## config.mk

```make
export PLATFORM = sky130hd
export DESIGN_NAME = weighted_rr_arbiter
export DESIGN_NICKNAME = d
export VERILOG_FILES = /design/src/rtl/weighted_rr_arbiter.sv
export SDC_FILE = /design/constraint.sdc
export NUM_CORES = 1
export LEC_CHECK = 0
export ABC_CLOCK_PERIOD_IN_PS = 3200
export CAP_MARGIN = 10
export CORE_MARGIN = 10
export CORE_UTILIZATION = 35
export CTS_CLUSTER_SIZE = 24
export DETAILED_ROUTE_END_ITERATION = 7
export GPL_TIMING_DRIVEN = 1
export PLACE_DENSITY_LB_ADDON = 0.15
export RECOVER_POWER = 100
export SYNTH_ARGS = -nofsm -noshare
export SYNTH_HDL_FRONTEND = slang
export SYNTH_SLANG_ARGS = --single-unit
```

## constraint.sdc

```tcl
create_clock -name clk -period 3.2 [get_ports clk]
set_input_delay 0.96 -clock clk [delete_from_list [all_inputs] [get_ports clk]]
set_output_delay 0.96 -clock clk [all_outputs]
set_load 0.01 [all_outputs]
```

## src/rtl/weighted_rr_arbiter.sv

```systemverilog
// Weighted round-robin arbiter with transaction lock: one owner at a time, held for up to
// 'weight' last-beats, with priority rotating to the port after the previous owner.
module weighted_rr_arbiter #(
    parameter int NUM_PORTS = 4,
    parameter int WEIGHT_W  = 4,
    localparam int IDX_W    = (NUM_PORTS > 1) ? $clog2(NUM_PORTS) : 1
) (
    input  logic                          clk,
    input  logic                          reset,
    input  logic [NUM_PORTS-1:0]          req_i,
    input  logic [NUM_PORTS-1:0]          last_i,
    input  logic [NUM_PORTS*WEIGHT_W-1:0] weight_i,
    output logic [NUM_PORTS-1:0]          gnt_o,
    output logic [IDX_W-1:0]              gnt_idx_o,
    output logic                          busy_o
);

    typedef enum logic {IDLE, GRANT} state_t;

    state_t                 state_q, state_d;
    logic [IDX_W-1:0]       ptr_q, ptr_d;
    logic [WEIGHT_W-1:0]    credit_q, credit_d;
    logic [NUM_PORTS-1:0]   gnt_q, gnt_d;
    logic [IDX_W-1:0]       gnt_idx_q, gnt_idx_d;

    logic [WEIGHT_W-1:0]    weight_arr [NUM_PORTS];
    logic [IDX_W-1:0]       win_idx;
    logic [IDX_W:0]         scan;
    logic [WEIGHT_W-1:0]    win_weight;
    logic [IDX_W-1:0]       owner_inc;

    for (genvar gi = 0; gi < NUM_PORTS; gi++) begin : g_weight
        assign weight_arr[gi] = weight_i[gi*WEIGHT_W +: WEIGHT_W];
    end

    // Scan from the far end back toward ptr so the last hit is the first port in rotation order.
    always_comb begin
        win_idx = '0;
        scan    = '0;
        for (int i = NUM_PORTS - 1; i >= 0; i--) begin
            scan = {1'b0, ptr_q} + (IDX_W+1)'(i);
            if (scan >= (IDX_W+1)'(NUM_PORTS)) begin
                scan = scan - (IDX_W+1)'(NUM_PORTS);
            end
            if (req_i[scan[IDX_W-1:0]]) begin
                win_idx = scan[IDX_W-1:0];
            end
        end
    end

    assign win_weight = weight_arr[win_idx];
    assign owner_inc  = (gnt_idx_q == IDX_W'(NUM_PORTS - 1)) ? '0 : gnt_idx_q + 1'b1;

    always_ff @(posedge clk or posedge reset) begin
        if (reset) begin
            state_q   <= IDLE;
            ptr_q     <= '0;
            credit_q  <= '0;
            gnt_q     <= '0;
            gnt_idx_q <= '0;
        end else begin
            state_q   <= state_d;
            ptr_q     <= ptr_d;
            credit_q  <= credit_d;
            gnt_q     <= gnt_d;
            gnt_idx_q <= gnt_idx_d;
        end
    end

    always_comb begin
        state_d   = state_q;
        ptr_d     = ptr_q;
        credit_d  = credit_q;
        gnt_d     = gnt_q;
        gnt_idx_d = gnt_idx_q;
        case (state_q)
            IDLE: begin
                if (|req_i) begin
                    state_d          = GRANT;
                    gnt_d            = '0;
                    gnt_d[win_idx]   = 1'b1;
                    gnt_idx_d        = win_idx;
                    credit_d         = (win_weight == '0) ? WEIGHT_W'(1) : win_weight;
                end
            end
            GRANT: begin
                // Abort takes precedence over last-beat accounting.
                if (!req_i[gnt_idx_q] || (last_i[gnt_idx_q] && credit_q <= WEIGHT_W'(1))) begin
                    state_d = IDLE;
                    gnt_d   = '0;
                    ptr_d   = owner_inc;
                end else if (last_i[gnt_idx_q]) begin
                    credit_d = credit_q - 1'b1;
                end
            end
            default: begin
                state_d = IDLE;
                gnt_d   = '0;
            end
        endcase
    end

    always_comb begin
        gnt_o     = gnt_q;
        gnt_idx_o = gnt_idx_q;
        busy_o    = |gnt_q;
    end

endmodule

```

; ---- Word level (Yosys, flattened, before mapping)
; Cells that the tools add are included.
[op_classes]
add_sub_neg = 9
multipliers = 0
div = 0
order_cmp = 13
n_eq_ne = 5
n_shift = 0
n_mux = 37
bitwise_logic = 2
reduce_logical = 11
[ops]
columns = op, n
row1 = $mux 4, 8
row2 = $lt 2x3->1 const B, 6
row3 = $mux 2, 9
row4 = $pmux 4 s2, 2
row5 = $bmux 1 s2, 6
row6 = $ge 3x3->1 const B, 4
row7 = $mux 1, 9
row8 = $bmux 4 s2, 1
row9 = $reduce_or 4->1, 2
row10 = $sub 2x1->2 const B, 4
row11 = $add 2x2->3 const B, 2
row12 = $reduce_and 2->1, 3
row13 = $le 4x1->1 const B, 1
row14 = $logic_not 4->1, 1
row15 = $ne 2x1->1 const B, 2
row16 = $ne 2x2->1 const B, 2
row17 = $sub 4x1->4 const B, 1
row18 = $add 2x1->3 const B, 1
row19 = $ge 2x3->1 const B, 1
row20 = $not 2->3, 1
row21 = $reduce_and 3->1, 1
row22 = $add 2x1->2 const B, 1
row23 = $demux 1 s2, 1
row24 = $eq 2x2->1 const B, 1
row25 = 6 further kinds, 7
[word_totals]
reg_bits = 13
latchBits = 0
ram_bits = 0
rom_bits = 0
in_bits = 26
out_inout_bits = 7
n_memories = 0

; ---- Logic depth before layout (Yosys ltp)
; Gate-level depths: netlist of the first run.
[depth]
word_depth = 17
mapped_depth = 8

; ---- Least setup slack after synthesis of the first run
; OpenSTA, ideal clock, no wires.
[synth_path]
path_kind = input -> register
start = input req_i[3]
end = register credit_q[3]
t_arrival_ns = 2.201
required_time_ns = 3.135
slack_ns = 0.935
stages = 6
n_path_buf = 0
path_cell_list = mux4_2 -> o2111a_1 -> or2_4 -> nand3_1 -> o21a_1 -> o221a_2
[synth_via]
elab_chain_cells = 14
elab_cells_between_ends = 28
classes_between = eq/ne (2) / mux (20) / bitwise (1) / reduce/logical (5)
[synth_lines]
columns = element, line_no
row1 = start: declaration, 10  ; input logic [NUM_PORTS-1:0] req_i,
row2 = $bmux 1 s2, 45  ; if (req_i[scan[IDX_W-1:0]]) begin
row3 = $mux 1 (not written as such), 45
row4 = $mux 2 (4 in a row), 45
row5 = $not 2->3 (not written as such), 51  ; assign win_weight = weight_arr[win_idx];
row6 = $bmux 4 s2, 51
row7 = $mux 4 (not written as such) (2 in a row), 51
row8 = $logic_not 4->1, 83  ; credit_d = (win_weight == '0) ? WEIGHT_W'(1) : win_weight;
row9 = $mux 4, 83
row10 = $mux 4, 78  ; if (|req_i) begin
row11 = $pmux 4 s2, 76  ; case (state_q)
row12 = end signal: assignment, 64  ; credit_q <= credit_d;
row13 = end: declaration, 22  ; logic [WEIGHT_W-1:0] credit_q, credit_d;
; Several ways; a longest one is shown, not always the timed one. The select of a mux whose other input is x is not followed.
; A chain may end at the register's enable or synchronous reset.

; ---- Worst setup path after layout of the first run
[layout_path]
start = input req_i[2]
end = register credit_q[2]
; The elaborated chain is that of the path after synthesis.

==> results of run 1 <==
synth_stat cells (2+ instances only):
cell type / instances / share of area [%]
sky130_fd_sc_hd__o32ai_1: 2 / 1.8
sky130_fd_sc_hd__a211oi_2: 5 / 6.3
sky130_fd_sc_hd__nand2_1: 10 / 3.8
sky130_fd_sc_hd__o22ai_1: 3 / 1.9
sky130_fd_sc_hd__or2_4: 2 / 1.8
sky130_fd_sc_hd__mux4_2: 2 / 4.5
sky130_fd_sc_hd__nor2_1: 6 / 2.3
sky130_fd_sc_hd__o21ai_1: 3 / 1.5
sky130_fd_sc_hd__inv_1: 6 / 2.3
sky130_fd_sc_hd__clkbuf_1: 2 / 0.76
sky130_fd_sc_hd__nor3b_1: 8 / 6.0
sky130_fd_sc_hd__a21oi_1: 4 / 2.0
sky130_fd_sc_hd__a211oi_1: 3 / 2.3
sky130_fd_sc_hd__dfrtp_1: 13 / 33
sky130_fd_sc_hd__o21ai_0: 6 / 3.0
sky130_fd_sc_hd__nand3_1: 2 / 1.0
sky130_fd_sc_hd__nand2b_1: 2 / 1.3
sky130_fd_sc_hd__or2_2: 2 / 1.3
sky130_fd_sc_hd__ha_1: 3 / 3.8
how the worst max path moves through the flow:
stage | startpoint | slack, ns | end
after floorplan | req_i[3] | 0.93 | credit_q[3]
after global placement | req_i[2] | 0.27 | credit_q[2]
after detailed placement | req_i[2] | 0.22 | credit_q[2]
after CTS | req_i[2] | 0.51 | credit_q[2]
after global routing | req_i[2] | 0.23 | credit_q[0]
final | req_i[2] | 0.32 | credit_q[2]
worst max-delay path: stages:
cell and delay (ns):
sky130_fd_sc_hd__dlygate4sd3_1 0.63, sky130_fd_sc_hd__nor2b_1 0.21, sky130_fd_sc_hd__nor2b_1 0.18, sky130_fd_sc_hd__or3_1 0.48, sky130_fd_sc_hd__a211oi_1 0.35, sky130_fd_sc_hd__o21ai_1 0.09, sky130_fd_sc_hd__and3_1 0.15
flip-flops by register name, summed over array words and instances (netlist names):
| name | count |
|---|---|
| gnt_idx_o | 2 |
| state_q | 1 |
| ptr_q | 2 |
| credit_q | 4 |
| gnt_o | 4 |
per-layer routing:
metal  track usage (%)  routed length (µm)
met5                 0                   0
met4              1.27                  10
met2              19.4                1540
met3              3.77                 119
met1              14.6                1260
power breakdown:
| part | leakage (nW) | internal [W] | switching [W] |
|---|---|---|---|
| clock | 0.0150 | 0.0000482 | 0.0000535 |
| sequential | 0.160 | 0.000240 | 0.0000910 |
| combinational | 0.372 | 0.000333 | 0.000342 |
layout make-up:
class	count	area share, %
Sequential cell	13	23.9
Multi-Input combinational cell	81	43.7
Timing Repair Buffer	37	26.0
Inverter	6	1.65
Clock buffer	4	1.93
Tap cell	31	2.85
cells by family (layout without fill, tap and decap cells):
| group | after synthesis | count (layout) | share of synthesized area (%) |
|---|---|---|---|
| and+or+nand+nor | 40 | 40 | 24.2 |
| AOI/OAI and AO/OA | 34 | 34 | 28.0 |
| DFF | 13 | 13 | 32.7 |
| buffers and inverters | 10 | 47 | 4.66 |
| muxes | 4 | 4 | 6.67 |
| adders and majority gates | 3 | 3 | 3.78 |
through the flow:
| step | utilization [%] | worst slack, ns | area [µm²] | power, W |
|---|---|---|---|---|
| after detailed placement | 50.0 | 0.217 | 1370 | 0.00106 |
| final | 49.8 | 0.316 | 1360 | 0.00111 |
| after global routing | 49.8 | 0.225 | 1360 | 0.00122 |
| after CTS | 50.9 | 0.508 | 1390 | 0.00116 |
| after global placement | 50.0 | 0.267 | 1370 | 0.00103 |
| after floorplan | - | 0.935 | 993 | 0.000799 |
cell usage in the layout, fill, tap and decap left out, types with 2 or more instances in the layout:
| cell type | instances |
|---|---|
| sky130_fd_sc_hd__o21ai_0 | 6 |
| sky130_fd_sc_hd__dlygate4sd3_1 | 10 |
| sky130_fd_sc_hd__nor2b_1 | 2 |
| sky130_fd_sc_hd__nand2b_1 | 2 |
| sky130_fd_sc_hd__or2_4 | 2 |
| sky130_fd_sc_hd__inv_1 | 6 |
| sky130_fd_sc_hd__clkbuf_4 | 3 |
| sky130_fd_sc_hd__buf_4 | 4 |
| sky130_fd_sc_hd__o21ai_1 | 3 |
| sky130_fd_sc_hd__a21oi_1 | 5 |
| sky130_fd_sc_hd__clkbuf_1 | 2 |
| sky130_fd_sc_hd__or2_2 | 2 |
| sky130_fd_sc_hd__a211oi_1 | 6 |
| sky130_fd_sc_hd__nand3_1 | 2 |
| sky130_fd_sc_hd__nor2_1 | 6 |
| sky130_fd_sc_hd__o32ai_1 | 2 |
| sky130_fd_sc_hd__ha_1 | 3 |
| sky130_fd_sc_hd__a211oi_2 | 2 |
| sky130_fd_sc_hd__dfrtp_1 | 13 |
| sky130_fd_sc_hd__nand2_1 | 10 |
| sky130_fd_sc_hd__nor3b_1 | 8 |
| sky130_fd_sc_hd__clkdlybuf4s50_1 | 22 |
| sky130_fd_sc_hd__mux4_2 | 2 |
| sky130_fd_sc_hd__o22ai_1 | 3 |
==> impl_metrics.prom, run 1 <==
# TYPE chip_impl_metric gauge
chip_impl_info{name="status",value="completed"} 1
chip_impl_metric{name="p_leak",unit="nW"} 0.547
chip_impl_metric{name="synth-seq-cells",unit=""} 13
chip_impl_metric{name="detail_route.first_pass.iterations",unit=""} 4
chip_impl_metric{name="sequential_element_share_of_the_synthesized_area",unit="%"} 32.7
chip_impl_metric{name="ctsHoldBuffers",unit=""} 0
chip_impl_metric{name="cts_setup_buffers",unit=""} 0
chip_impl_metric{name="detailedPlacementHpwl",unit="mm"} 2.46
chip_impl_metric{name="antenna_left",unit=""} 0
chip_impl_metric{name="max_slew_violation_count",unit=""} 0
chip_impl_metric{name="ioPinCount",unit=""} 33
chip_impl_metric{name="ctsLongestPathBuffers",unit=""} 2
chip_impl_metric{name="timing_hold_violations_final",unit=""} 0
chip_impl_metric{name="port-buffer-count",unit=""} 32
chip_impl_metric{name="asyncSetResetFlopFracSynth",unit="%"} 100
chip_impl_metric{name="max_freq",unit="GHz"} 0.347
chip_impl_info{name="timing_worst_setup_path_type",value="input pin to register"} 1
chip_impl_metric{name="timing.final.crit_share",unit="%"} 90.1
chip_impl_metric{name="worst-r2r-cell-count",unit=""} 6
chip_impl_metric{name="grt_max_degree",unit=""} 14
chip_impl_info{name="worstHoldPathType",value="register to register"} 1
chip_impl_metric{name="clock_skew",unit="ns"} 0.000885
chip_impl_metric{name="final_cells",unit=""} 172
chip_impl_metric{name="clock_buffers_created_by_tritoncts",unit=""} 3
chip_impl_metric{name="overflow",unit=""} 0
chip_impl_metric{name="rows",unit=""} 19
chip_impl_metric{name="synth_cell_types",unit=""} 39
chip_impl_metric{name="vias",unit=""} 936
chip_impl_metric{name="wl_per_cell",unit="µm"} 17.0
chip_impl_metric{name="post_route_cells_drive_above_1_share",unit="%"} 13.5
chip_impl_info{name="rsz0062_at_grt",value="false"} 1
chip_impl_metric{name="resized_after_cts",unit=""} 0
chip_impl_metric{name="route.detailed.vias_per_inst",unit=""} 5.44
chip_impl_info{name="r2r-start",value="gnt_idx_o[0]"} 1
chip_impl_metric{name="power_density",unit="mW/mm²"} 814
chip_impl_info{name="dominant_synthesized_flop_cell",value="sky130_fd_sc_hd__dfrtp_1"} 1
chip_impl_metric{name="clk-insertion-delay-late",unit="ns"} 0.27
chip_impl_metric{name="finalSetupTns",unit="ns"} 0
chip_impl_metric{name="grt_util_all_layers",unit="%"} 11.6
chip_impl_metric{name="drc",unit=""} 0
chip_impl_metric{name="hold-worst-slack",unit="ns"} 0.547
chip_impl_metric{name="worst_max_slew_margin_expressed_relative_to_the_limit",unit="%"} 66.2
chip_impl_metric{name="synthesis.yosys.warnings",unit=""} 0
chip_impl_metric{name="placed_cells",unit=""} 168
chip_impl_metric{name="core-area",unit="mm²"} 0.00273
chip_impl_metric{name="cts_max_level",unit=""} 1
chip_impl_metric{name="worst-path-max-fanout",unit=""} 7
chip_impl_metric{name="worst_hold_path.num_cells",unit=""} 2
chip_impl_metric{name="clk_pin_slew_worst_paths",unit="ns"} 0.08
chip_impl_metric{name="final.min_clock_period",unit="ns"} 2.88
chip_impl_metric{name="vias_in_the_first_global_route",unit=""} 1011
chip_impl_metric{name="nFillCells",unit=""} 272
chip_impl_metric{name="drt-initial-drc-count",unit=""} 15
chip_impl_info{name="clk_root_buffer_cell",value="sky130_fd_sc_hd__clkbuf_4"} 1
chip_impl_metric{name="fin_nets",unit=""} 171
chip_impl_metric{name="initial_utilization",unit="%"} 36.3
chip_impl_metric{name="multi_input_area",unit="µm²"} 596
chip_impl_metric{name="clock_sinks",unit=""} 13
chip_impl_metric{name="finalSetupViolCount",unit=""} 0
chip_impl_metric{name="wl",unit="mm"} 2.92
chip_impl_metric{name="floorplan.die.width",unit="µm"} 73.3
chip_impl_info{name="hold_crit_endpoint",value="gnt_o[2]"} 1
chip_impl_metric{name="height_of_the_die",unit="µm"} 73.3
chip_impl_metric{name="arrival",unit="ns"} 3.05
chip_impl_metric{name="mappedNetlistNets",unit=""} 133
chip_impl_metric{name="routabilityCongestion",unit=""} 0.788
chip_impl_info{name="r2r_end",value="credit_q[3]"} 1
chip_impl_metric{name="num_antenna_cells",unit=""} 0
chip_impl_info{name="timing.critical_path.to_type",value="register"} 1
chip_impl_metric{name="fp.dieArea",unit="mm²"} 0.00537
chip_impl_metric{name="first_pass_grt_wire_length",unit="mm"} 5.06
chip_impl_metric{name="r2r_slack",unit="ns"} 1.18
chip_impl_metric{name="number_of_flops_mapped_to_enable_cells_by_yosys",unit=""} 0
chip_impl_metric{name="area.sequential",unit="µm²"} 325
chip_impl_metric{name="worst_pin_slew",unit="ns"} 0.507
chip_impl_metric{name="drv.max_cap_violation_count",unit=""} 0
chip_impl_metric{name="flow.area_growth_from_synthesis",unit="%"} 37.2
chip_impl_metric{name="netlist_area",unit="µm²"} 993
chip_impl_metric{name="syn_area_per_cell",unit="µm²"} 9.55
chip_impl_info{name="tritoncts",value="done"} 1
chip_impl_metric{name="required",unit="ns"} 3.36
chip_impl_metric{name="vdd_drop_max",unit="µV"} 448
chip_impl_metric{name="number_of_antenna_violations_at_the_first_check_in_global_routing",unit=""} 0
chip_impl_info{name="critical_path.startpoint_type",value="input pin"} 1
chip_impl_info{name="hp-start",value="gnt_o[2]"} 1
chip_impl_metric{name="postSynthCellCount",unit=""} 104
Note: power is estimated with default switching activity, not from simulation.
==> inputs of run 2 (changes only) <==
Settings changed: SLEW_MARGIN set to 40.
==> results of run 2 <==
No change in the layout: final DEF, timing and power equal those of run 1.
==> inputs of run 3 (changes only) <==
Settings changed: CELL_PAD_IN_SITES_DETAIL_PLACEMENT set to 0, CELL_PAD_IN_SITES_GLOBAL_PLACEMENT set to 1, CORE_MARGIN 10 to 5.
==> impl_metrics.prom, run 3 (synthesis results as in run 1) <==
# TYPE chip_impl_metric gauge
chip_impl_metric{name="first_pass_grt_wire_length",unit="mm"} 4.35
chip_impl_metric{name="placement.setup.worst_slack",unit="ns"} 0.202
chip_impl_metric{name="final.min_clock_period",unit="ns"} 2.84
chip_impl_metric{name="grt_max_degree",unit=""} 14
chip_impl_info{name="timing_worst_setup_path_type",value="input pin to register"} 1
chip_impl_metric{name="max_stage_delay",unit="ns"} 0.65
chip_impl_metric{name="max_freq",unit="GHz"} 0.352
chip_impl_metric{name="wl",unit="mm"} 2.50
chip_impl_metric{name="vias",unit=""} 967
chip_impl_metric{name="vias_in_the_first_global_route",unit=""} 1011
chip_impl_metric{name="vdd_drop_max",unit="µV"} 426
chip_impl_metric{name="detail_route.first_pass.iterations",unit=""} 4
chip_impl_metric{name="antenna_left",unit=""} 0
chip_impl_metric{name="drc",unit=""} 0
chip_impl_metric{name="ioPinCount",unit=""} 33
chip_impl_metric{name="number_of_antenna_violations_at_the_first_check_in_global_routing",unit=""} 0
chip_impl_metric{name="resized_after_cts",unit=""} 0
chip_impl_metric{name="num_antenna_cells",unit=""} 0
chip_impl_metric{name="ctsLongestPathBuffers",unit=""} 2
chip_impl_metric{name="cp_num_cells",unit=""} 7
chip_impl_info{name="path_cells",value="dlygate4sd3_1, nor2b_1, nor2b_1, or3_1, a211oi_2, o31a_1, a21oi_1"} 1
chip_impl_metric{name="cts_setup_buffers",unit=""} 0
chip_impl_metric{name="hold-worst-slack",unit="ns"} 0.556
chip_impl_metric{name="clock_sinks",unit=""} 13
chip_impl_metric{name="clock_skew",unit="ns"} 0.00780
chip_impl_metric{name="route.detailed.vias_per_inst",unit=""} 5.62
chip_impl_metric{name="clk-insertion-delay-late",unit="ns"} 0.27
chip_impl_metric{name="flow.area_growth_from_synthesis",unit="%"} 38.7
chip_impl_metric{name="worst-r2r-cell-count",unit=""} 6
chip_impl_metric{name="wl_per_cell",unit="µm"} 14.5
chip_impl_metric{name="grt_util_all_layers",unit="%"} 13.0
chip_impl_metric{name="routabilityCongestion",unit=""} 0.895
chip_impl_metric{name="post_route_cells_drive_above_1_share",unit="%"} 15.6
chip_impl_metric{name="rows",unit=""} 19
chip_impl_info{name="critical-path-slowest-cell",value="sky130_fd_sc_hd__dlygate4sd3_1"} 1
chip_impl_info{name="clk_root_buffer_cell",value="sky130_fd_sc_hd__clkbuf_4"} 1
chip_impl_metric{name="worst_pin_slew",unit="ns"} 0.500
chip_impl_metric{name="clk_pin_slew_worst_paths",unit="ns"} 0.08
chip_impl_info{name="mostFrequentLayoutCells",value="sky130_fd_sc_hd__clkdlybuf4s50_1 (23), sky130_fd_sc_hd__dfrtp_1 (13), sky130_fd_sc_hd__nand2_1 (10)"} 1
chip_impl_metric{name="overflow",unit=""} 0
chip_impl_metric{name="detailedPlacementHpwl",unit="mm"} 2.13
chip_impl_metric{name="initial_utilization",unit="%"} 36.3
chip_impl_metric{name="p_leak",unit="nW"} 0.550
chip_impl_metric{name="power.total",unit="W"} 0.00110
chip_impl_info{name="status",value="completed"} 1
chip_impl_metric{name="power_density",unit="mW/mm²"} 800
chip_impl_metric{name="timing_hold_violations_final",unit=""} 0
chip_impl_info{name="timing.critical_path.to_type",value="register"} 1
chip_impl_metric{name="core-area",unit="mm²"} 0.00273
chip_impl_metric{name="timing.final.crit_share",unit="%"} 88.8
chip_impl_metric{name="clock_buffers_created_by_tritoncts",unit=""} 3
chip_impl_info{name="worstHoldPathType",value="register to register"} 1
chip_impl_metric{name="worst_hold_path.num_cells",unit=""} 2
chip_impl_metric{name="worst_max_slew_margin_expressed_relative_to_the_limit",unit="%"} 66.6
chip_impl_info{name="critical_path.startpoint_type",value="input pin"} 1
chip_impl_metric{name="finalSetupViolCount",unit=""} 0
chip_impl_metric{name="finalSetupTns",unit="ns"} 0
chip_impl_info{name="worst_path_most_repeated_cell",value="sky130_fd_sc_hd__nor2b_1"} 1
chip_impl_metric{name="drt-initial-drc-count",unit=""} 27
chip_impl_metric{name="ctsHoldBuffers",unit=""} 0
chip_impl_info{name="rsz0062_at_grt",value="false"} 1
chip_impl_metric{name="worst-path-max-fanout",unit=""} 7
chip_impl_metric{name="required",unit="ns"} 3.40
chip_impl_metric{name="worstPathBufferInverterCount",unit=""} 1
chip_impl_metric{name="port-buffer-count",unit=""} 32
chip_impl_metric{name="cts_max_level",unit=""} 1
chip_impl_metric{name="arrival",unit="ns"} 3.04
chip_impl_info{name="tritoncts",value="done"} 1
chip_impl_metric{name="drv.max_cap_violation_count",unit=""} 0
chip_impl_metric{name="floorplan.die.width",unit="µm"} 63.3
chip_impl_metric{name="max_slew_violation_count",unit=""} 0
chip_impl_info{name="layout.cells.most_common",value="sky130_fd_sc_hd__clkdlybuf4s50_1"} 1
chip_impl_metric{name="place_area",unit="mm²"} 0.00137
chip_impl_metric{name="height_of_the_die",unit="µm"} 63.3
chip_impl_metric{name="fp.dieArea",unit="mm²"} 0.00400
chip_impl_metric{name="fin_ws",unit="ns"} 0.358
chip_impl_metric{name="r2r_slack",unit="ns"} 1.25
chip_impl_metric{name="fin_area",unit="mm²"} 0.00138
chip_impl_metric{name="fin_nets",unit=""} 171
chip_impl_info{name="timing.critical_path.max_delay_family",value="simple AND/OR/NAND/NOR gates"} 1
run 3: changes by cell type in the layout (fill, tap and decap cells not counted), sizes merged:
cell           delta
clkdlybuf4s50     +1
dlygate4sd3       -1
run 3: worst paths after layout:
check                                   end    startpoint
worst max-delay path            credit_q[1]      req_i[2]
worst max register to register  credit_q[3]  gnt_idx_o[0]
min in group asynchronous          gnt_o[2]         reset
max in group asynchronous       credit_q[1]         reset
worst min register to register     gnt_o[0]      gnt_o[0]
worst min-delay path               gnt_o[0]      gnt_o[0]
run 3: report_power, final:
| group | switching [W] | internal (W) | leakage [nW] | total (W) |
|---|---|---|---|---|
| Clock | 0.0000526 | 0.0000482 | 0.0150 | 0.000101 |
| Combinational | 0.000338 | 0.000338 | 0.375 | 0.000676 |
| Sequential | 0.0000857 | 0.000240 | 0.160 | 0.000326 |
run 3: final cells by class:
type,count,area [µm²]
timing repair buffer,37,354
sequential,13,325
inverter,6,22.5
tap,31,38.8
multi-input combinational,81,611
fill,263,1360
clock buffer,4,26.3
run 3: through the flow:
stage / util (%) / instances
2_1_floorplan: - / 104
3_3_place_gp: 50.0 / 168
3_5_place_dp: 50.0 / 168
4_1_cts: 50.9 / 172
5_1_grt: 50.4 / 172
6_report: 50.4 / 172
run 3: worst min-delay path: cells and delay by family (launching register included):
kind / cells / cell delay, ns
AOI/OAI and AO/OA: 1 / 0.06
DFF: 1 / 0.39
and+or+nand+nor: 1 / 0.06
run 3: routing by layer:
layer,vias to the layer above,wire length (µm),global-route usage (%)
met5,-,0,0
met4,0,61,5.97
met3,6,170,2.31
met2,38,1130,19.7
met1,451,1140,17.8
li1,472,-,-
